[config.mk]
export PLATFORM = sky130hd
export DESIGN_NAME = getbits_unit
export DESIGN_NICKNAME = d
export VERILOG_FILES = /design/src/rtl/mpeg_bits_pkg.sv /design/src/rtl/getbits_unit.sv
export SDC_FILE = /design/constraint.sdc
export NUM_CORES = 1
export LEC_CHECK = 0
export CAP_MARGIN = 30
export CORE_ASPECT_RATIO = 0.9
export CORE_UTILIZATION = 49
export DETAILED_ROUTE_END_ITERATION = 8
export HOLD_SLACK_MARGIN = 0.02
export PLACE_DENSITY = 0.81
export REMOVE_ABC_BUFFERS = 1
export SKIP_LAST_GASP = 1
export SLEW_MARGIN = 20
export SYNTH_ARGS = -nofsm -noshare
export SYNTH_HDL_FRONTEND = slang
export SYNTH_SLANG_ARGS = --single-unit
[constraint.sdc]
create_clock -name clk -period 2.7 [get_ports clk]
set_input_delay 0.54 -clock clk [delete_from_list [all_inputs] [get_ports clk]]
set_output_delay 0.54 -clock clk [all_outputs]
set_load 0.03 [all_outputs]
[src/rtl/mpeg_bits_pkg.sv]
// Shared types and sizing for the MPEG bitstream read front end.
package mpeg_bits_pkg;

  localparam int unsigned GB_WIN_W   = 32;
  localparam int unsigned GB_MAX_N   = 32;
  localparam int unsigned GB_TIMEOUT = 15;
  localparam int unsigned GB_REQ_W   = 6;
  localparam int unsigned GB_TO_W    = 4;

  typedef enum logic [1:0] {
    PRIME = 2'd0,
    ISSUE = 2'd1,
    WAIT  = 2'd2,
    READY = 2'd3
  } gb_state_e;

endpackage

[src/rtl/getbits_unit.sv]
// Get/show N-bit requests against the flushbuffer window.
// Consuming reads drive the flush handshake and recapture the refreshed window.
module getbits_unit
  import mpeg_bits_pkg::*;
#(
  parameter int unsigned MAX_N   = GB_MAX_N,
  parameter int unsigned TIMEOUT = GB_TIMEOUT
) (
  input  logic                clk,
  input  logic                rst,
  input  logic                req_valid,
  input  logic [GB_REQ_W-1:0] req_n,
  input  logic                req_show,
  output logic                req_ready,
  output logic                rsp_valid,
  output logic [GB_WIN_W-1:0] rsp_data,
  output logic                rsp_err,
  output logic [31:0]         fb_N,
  output logic                fb_in_valid,
  input  logic                fb_loading,
  input  logic                fb_done,
  input  logic [GB_WIN_W-1:0] fb_ld_bfr,
  input  logic [31:0]         fb_incnt,
  output logic [31:0]         bits_consumed,
  output logic                fb_timeout
);

  gb_state_e           state, state_nxt;
  logic [GB_WIN_W-1:0] window, window_nxt;
  logic [GB_TO_W-1:0]  to_cnt, to_cnt_nxt;

  logic                req_ready_nxt;
  logic                rsp_valid_nxt;
  logic [GB_WIN_W-1:0] rsp_data_nxt;
  logic                rsp_err_nxt;
  logic [31:0]         fb_N_nxt;
  logic                fb_in_valid_nxt;
  logic [31:0]         bits_nxt;
  logic                fb_timeout_nxt;

  logic                accept_c;
  logic                req_bad_c;
  logic [GB_WIN_W-1:0] extract_c;

  // fb_incnt is a debug-only observation; it never steers control
  logic                unused_incnt;
  assign unused_incnt = ^fb_incnt;

  assign accept_c  = req_valid && req_ready;
  assign req_bad_c = (req_n == '0) || (32'(req_n) > MAX_N);
  assign extract_c = window >> (GB_REQ_W'(GB_WIN_W) - req_n);

  always_ff @(posedge clk or negedge rst) begin
    if (!rst) begin
      state         <= PRIME;
      window        <= '0;
      to_cnt        <= '0;
      req_ready     <= 1'b0;
      rsp_valid     <= 1'b0;
      rsp_data      <= '0;
      rsp_err       <= 1'b0;
      fb_N          <= '0;
      fb_in_valid   <= 1'b0;
      bits_consumed <= '0;
      fb_timeout    <= 1'b0;
    end else begin
      state         <= state_nxt;
      window        <= window_nxt;
      to_cnt        <= to_cnt_nxt;
      req_ready     <= req_ready_nxt;
      rsp_valid     <= rsp_valid_nxt;
      rsp_data      <= rsp_data_nxt;
      rsp_err       <= rsp_err_nxt;
      fb_N          <= fb_N_nxt;
      fb_in_valid   <= fb_in_valid_nxt;
      bits_consumed <= bits_nxt;
      fb_timeout    <= fb_timeout_nxt;
    end
  end

  // Next-state and next-output logic
  always_comb begin
    state_nxt       = state;
    window_nxt      = window;
    to_cnt_nxt      = '0;
    rsp_valid_nxt   = 1'b0;
    rsp_data_nxt    = rsp_data;
    rsp_err_nxt     = rsp_err;
    fb_N_nxt        = fb_N;
    fb_in_valid_nxt = 1'b0;
    bits_nxt        = bits_consumed;
    fb_timeout_nxt  = fb_timeout;

    case (state)
      PRIME: begin
        fb_N_nxt        = '0;
        fb_in_valid_nxt = 1'b1;
        state_nxt       = ISSUE;
      end
      ISSUE: begin
        to_cnt_nxt = to_cnt + GB_TO_W'(1);
        if (fb_loading) begin
          state_nxt = WAIT;
        end else if (32'(to_cnt_nxt) >= TIMEOUT) begin
          fb_timeout_nxt = 1'b1;
          state_nxt      = READY;
        end
      end
      WAIT: begin
        // done is a level; only trusted once loading has been seen for this flush
        if (!fb_loading && fb_done) begin
          window_nxt = fb_ld_bfr;
          state_nxt  = READY;
        end
      end
      READY: begin
        if (accept_c) begin
          rsp_valid_nxt = 1'b1;
          if (req_bad_c) begin
            rsp_data_nxt = '0;
            rsp_err_nxt  = 1'b1;
          end else begin
            rsp_data_nxt = extract_c;
            rsp_err_nxt  = 1'b0;
            if (!req_show) begin
              fb_N_nxt        = 32'(req_n);
              fb_in_valid_nxt = 1'b1;
              bits_nxt        = bits_consumed + 32'(req_n);
              state_nxt       = ISSUE;
            end
          end
        end
      end
      default: state_nxt = PRIME;
    endcase

    req_ready_nxt = (state_nxt == READY);
  end

endmodule
Word level (Yosys, flattened, before mapping). Cells that the tools add are included.

Register bits after elaboration: 139. Input bits: 76. Output and inout port bits: 101.

Magnitude comparators: 2. Bitwise gates (word level): 3. Eq/ne operators: 7. Reduce and logical (&&, ||, !) cells: 12. Multiplexer cells: 20. $add $sub $neg: 3. Shifts and indexed selects: 1.

Operators with widths (number): 32-bit 2-to-1 mux (4); 32-bit one-hot mux with 2 select lines (1); 32-bit by 6-bit adder with 32-bit output (1); 32-bit by 6-bit >> shifter with 32-bit output (1); 2-bit 2-to-1 mux (6); 2-bit one-hot mux with 4 select lines (1); 4-bit AND reduction (2); 2-bit equality test (second input constant) (3); 6-bit > comparator (second input constant) (1); 6-bit logical NOT (1); 1-bit 2-to-1 mux (6); 2-bit inequality test (second input constant) (3); 6-bit subtractor (first input constant) (1); 4-bit by 1-bit adder with 4-bit output (second input constant) (1); 4-bit >= comparator (second input constant) (1); 4-bit 2-to-1 mux (1); 2-bit AND reduction (2); 1-bit inverter (3); 3-bit AND reduction (1); 2-bit by 1-bit equality test with 1-bit output (second input constant) (1); 1-bit logical AND (2); 2-bit logical NOT (1); 1-bit one-hot mux with 2 select lines (1); 2-bit nonzero test (1); other kinds (2) (2).

Depth between registers and ports, before layout. Gate-level depths: netlist (run 1).

Depth in word-level cells: 6. Depth in mapped cells: 12.

Least setup slack after synthesis (run 1). OpenSTA, ideal clock, no wires.

Kind: in2reg. Start point: in req_n[0]. End point: reg bits_consumed[10]. Slack: -0.091 ns. Arrival time: 2.658 ns. Stages: 12. Cell sequence: buf_4 -> buf_2 -> inv_1 -> ha_1 -> buf_2 -> nor4b_2 -> xor2_1 -> or3_1 -> buf_2 -> nor2_1 -> nand3_1 -> xnor2_1.

Word-level cells in the longest chain between the ends: 4. Elaborated cells on any way between the ends: 6.

RTL lines: start: declaration (RTL line getbits_unit.sv:12) `input logic [GB_REQ_W-1:0] req_n,`; parallel branches: the longest is 4 deep, another holds 32-bit by 6-bit adder with 32-bit output; end signal: assignment (RTL line getbits_unit.sv:76) `bits_consumed <= bits_nxt;`; end: declaration (RTL line getbits_unit.sv:24) `output logic [31:0] bits_consumed,`.

Several ways; the timed one is not identified. A chain may end at the register's enable or synchronous reset.

Worst setup path after layout (run 1).
Start point: in req_n[1]. End point: reg bits_consumed[19].

The elaborated chain is that of the path after synthesis.

==> results of run 1 <==
-- registers in the layout (all words and copies together) (netlist names) --
name / cells
fb_timeout: 1
bits_consumed: 32
window: 32
rsp_err: 1
req_ready: 1
state: 2
fb_N: 6
rsp_data: 32
fb_in_valid: 1
to_cnt: 4
rsp_valid: 1
-- worst max-delay path: cells and delay by family --
family / cells / cell delay (ns)
fa+ha+maj: 1 / 0.29
simple gates: 2 / 0.64
compound gates: 3 / 0.49
xor+xnor: 1 / 0.14
buf+inv: 2 / 0.60
-- placed cells by master (no fill, tap or decap), types with 2 or more instances in the layout --
| master | synthesis | final |
|---|---|---|
| dfrtp_1 | 113 | 113 |
| and2_1 | 5 | 5 |
| nand3b_1 | 3 | 3 |
| nand2_1 | 91 | 91 |
| clkbuf_16 | 0 | 17 |
| and3b_1 | 2 | 2 |
| and3_1 | 9 | 9 |
| buf_12 | 0 | 8 |
| mux2_2 | 37 | 37 |
| nand3_1 | 35 | 35 |
| xnor2_1 | 28 | 27 |
| o21ai_0 | 27 | 27 |
| a22oi_1 | 7 | 7 |
| clkbuf_8 | 0 | 4 |
| and4_1 | 3 | 3 |
| a21o_1 | 4 | 4 |
| mux4_2 | 2 | 2 |
| nor2b_1 | 5 | 5 |
| nand4_1 | 6 | 6 |
| ha_1 | 13 | 13 |
| xor2_1 | 7 | 6 |
| clkdlybuf4s50_1 | 0 | 116 |
| o211ai_1 | 14 | 14 |
| a21boi_0 | 2 | 2 |
| or3_1 | 2 | 2 |
| a22o_1 | 8 | 8 |
| a32o_1 | 2 | 2 |
| o21a_1 | 3 | 3 |
| xnor2_2 | 1 | 2 |
| a222oi_1 | 2 | 2 |
| a21oi_1 | 12 | 12 |
| clkinv_2 | 0 | 4 |
| mux2i_1 | 75 | 75 |
| inv_1 | 12 | 12 |
| nor2_1 | 16 | 16 |
| conb_1 | 1 | 26 |
| buf_4 | 31 | 36 |
| bufinv_16 | 0 | 4 |
-- cell usage after synthesis (6+ instances only) --
| cell type | instances |
|---|---|
| dfrtp_1 | 113 |
| nand2_1 | 91 |
| mux2i_1 | 75 |
| mux2_2 | 37 |
| nand3_1 | 35 |
| buf_4 | 31 |
| xnor2_1 | 28 |
| o21ai_0 | 27 |
| nor2_1 | 16 |
| clkbuf_1 | 14 |
| o211ai_1 | 14 |
| ha_1 | 13 |
| a21oi_1 | 12 |
| inv_1 | 12 |
| buf_2 | 11 |
| and3_1 | 9 |
| a22o_1 | 8 |
| a22oi_1 | 7 |
| xor2_1 | 7 |
| nand4_1 | 6 |
-- worst paths after layout --
| kind | from | end | cells past startpoint | slack [ns] |
|---|---|---|---|---|
| setup / recovery | req_n[1] | bits_consumed[19] | 9 | 0.30 |
| hold / removal | rst | window[10] | 1 | 0.09 |
| setup reg to reg | bits_consumed[4] | bits_consumed[19] | 7 | 0.55 |
| hold reg to reg | fb_timeout | fb_timeout | 1 | 0.46 |
| max in group asynchronous | rst | rsp_data[12] | 2 | 1.82 |
| min in group clk | fb_timeout | fb_timeout | 1 | 0.46 |
-- layout make-up --
class                           instances  area, sq um  area share
Clock buffer                           21          480      0.0554
Inverter                               12         45.0     0.00519
Tap cell                              164          205      0.0237
Timing Repair Buffer                  161         1600       0.184
Multi-Input combinational cell        467         3360       0.388
Sequential cell                       113         2830       0.326
Clock inverter                         10          156      0.0180
-- cell families (layout without fill, tap and decap cells) --
logic type	Yosys count	in the layout
fa+ha+maj	14	14
compound gates	89	89
mux	114	114
other cells	1	26
buf+inv	70	204
simple gates	187	187
flops	113	113
xor+xnor	37	37
-- stage by stage --
step | hold WS, ns | area [sq um]
finish | 0.0892 | 8670
floorplan | 0.244 | 6220
global placement | 0.446 | 8040
detailed placement | 0.452 | 8040
global route | 0.124 | 8670
CTS | 0.0968 | 8670
-- metal layers --
layer  track usage  vias up  wire length, um
met5             0        -                0
met4        0.0819        0              225
met3        0.0710       21             1160
met2         0.396      213             7750
met1         0.335     2532             7130
li1              -     2448                -
-- where the power goes --
part	switching, mW	leakage [nW]	total (mW)	internal [mW]
clock	0.776	0.315	2.41	1.63
combinational	1.55	2.24	2.80	1.24
sequential	0.347	1.52	2.45	2.11
==> impl_metrics.env, run 1 <==
export IMPL_synth_top_area_cell="dfrtp_1"
export IMPL_postCtsSetupBuffers=0
export IMPL_worst_setup_path_type="in -> reg"
export IMPL_htreeDepth=4
export IMPL_ys_seq_area_frac=0.436
export IMPL_max_freq_ghz=0.416
export IMPL_areaGrowthSynthToFinish_pct=33.6
export IMPL_synth_xor_area_frac=0.0540
export IMPL_rsz0062_at_grt="no"
export IMPL_cts_buffers=17
export IMPL_period_share=0.889
export IMPL_first_iter_violations=369
export IMPL_powerDensity_nw_per_um2=883
export IMPL_tns_ns=0
export IMPL_first_pass_iters=5
export IMPL_yosysWarnings=0
export IMPL_synth_simple_gate_area_share=0.139
export IMPL_grt_usage=0.253
export IMPL_cts_buffer_depth=2
export IMPL_overflow=0
export IMPL_postLayoutCoreUtil=0.678
export IMPL_drt_drc_violations_left=0
export IMPL_grt_max_degree=76
export IMPL_drv_cap=0
export IMPL_fin_skew_ns=0.00612
export IMPL_drtAntennaViolNets=0
export IMPL_die_x_um=123
export IMPL_vdd_drop_max_uv=531
export IMPL_dp_cells=917
export IMPL_vias_per_cell=5.50
export IMPL_clock_latency_ns=0.42
export IMPL_period_minus_slack_ns=2.40
export IMPL_slowest_delay_ns=0.43
export IMPL_leakagePower_nw=4.07
export IMPL_hold_violations=0
export IMPL_start_util=0.508
export IMPL_fp_dieH_um=111
export IMPL_p_total_mw=7.66
export IMPL_cp_arrival_ns=2.70
export IMPL_maxSlewHeadroom=0.598
export IMPL_layout_setup_ws_ns=0.299
export IMPL_async_reset_ff_frac=1.00
export IMPL_synth_area_mux_share=0.187
export IMPL_wl_per_cell_um=17.1
export IMPL_synthAdderAreaFrac=0.0281
export IMPL_fin_cells=948
export IMPL_cts_tree="yes"
export IMPL_netlist_instances=625
export IMPL_crit_chain="clkdlybuf4s50_1 > buf_4 > ha_1 > a21o_1 > a21oi_1 > o21ai_0 > and3_1 > and3_1 > xor2_1"
export IMPL_critPathRequiredTime_ns=3.00
export IMPL_worst_pin_slew_ns=0.597
export IMPL_crit_fanout=11
export IMPL_pre_cts_ws_ns=-0.116
export IMPL_ys_types=56
export IMPL_setup_viol=0
export IMPL_routabilityCongestion=0.878
export IMPL_fillerInstances=975
export IMPL_worstSetupEndpointType="flop"
export IMPL_cts_resized=0
export IMPL_drive_gt1_frac=0.162
export IMPL_hold_buffers=0
export IMPL_root_buffer="clkbuf_16"
export IMPL_syn_area_sq_um=6490
export IMPL_ys_dominant_reg_cell="dfrtp_1"
export IMPL_dp_hpwl_mm=11.6
export IMPL_avgSynthCellArea_sq_um=10.4
export IMPL_crit_slowest_cell="clkdlybuf4s50_1"
export IMPL_ys_ff_latch=113
export IMPL_antenna_cells=0
export IMPL_rows=39
export IMPL_wirelength_mm=16.3
export IMPL_cp_common_cell="and3_1"
export IMPL_portBuffers=118
export IMPL_slew_viol_final=0
export IMPL_nNetsFinal=862
export IMPL_status="complete, no violations"
export IMPL_synth_top_area_share=0.436
export IMPL_critPathLaunchType="input port"
export IMPL_hold_class="in -> async"
export IMPL_synth_compound_gate_area_share=0.0927
export IMPL_io_pins=177
export IMPL_synth_top_family_by_area="multiplexers"
export IMPL_core_sq_um=12800
export IMPL_grt_pass1_vias=5200
export IMPL_cts_sinks=113
export IMPL_clk_pin_slew_ns=0.05
export IMPL_synth_edff_count=0
export IMPL_antenna_found_initial=0
export IMPL_synth_area_leaders="dfrtp_1 (44%), mux2i_1 (12%), mux2_2 (6.4%), nand2_1 (5.3%), xnor2_1 (3.8%)"
export IMPL_die_area_sq_um=13700
export IMPL_dr_total_vias=5214
export IMPL_grt_pass1_wl_mm=26.6
No activity file was read; power rests on OpenSTA's default activity.
==> run 2: changes to the inputs <==
Settings changed: SKIP_CTS_REPAIR_TIMING set to 1, SLEW_MARGIN 20 to unset.
==> results of run 2 <==
No change in the layout: final DEF, timing and power equal those of run 1.
==> run 3: changes to the inputs <==
Settings changed: CTS_CLUSTER_DIAMETER set to 80.
==> results of run 3 <==
No change in the layout: final DEF, timing and power equal those of run 1.
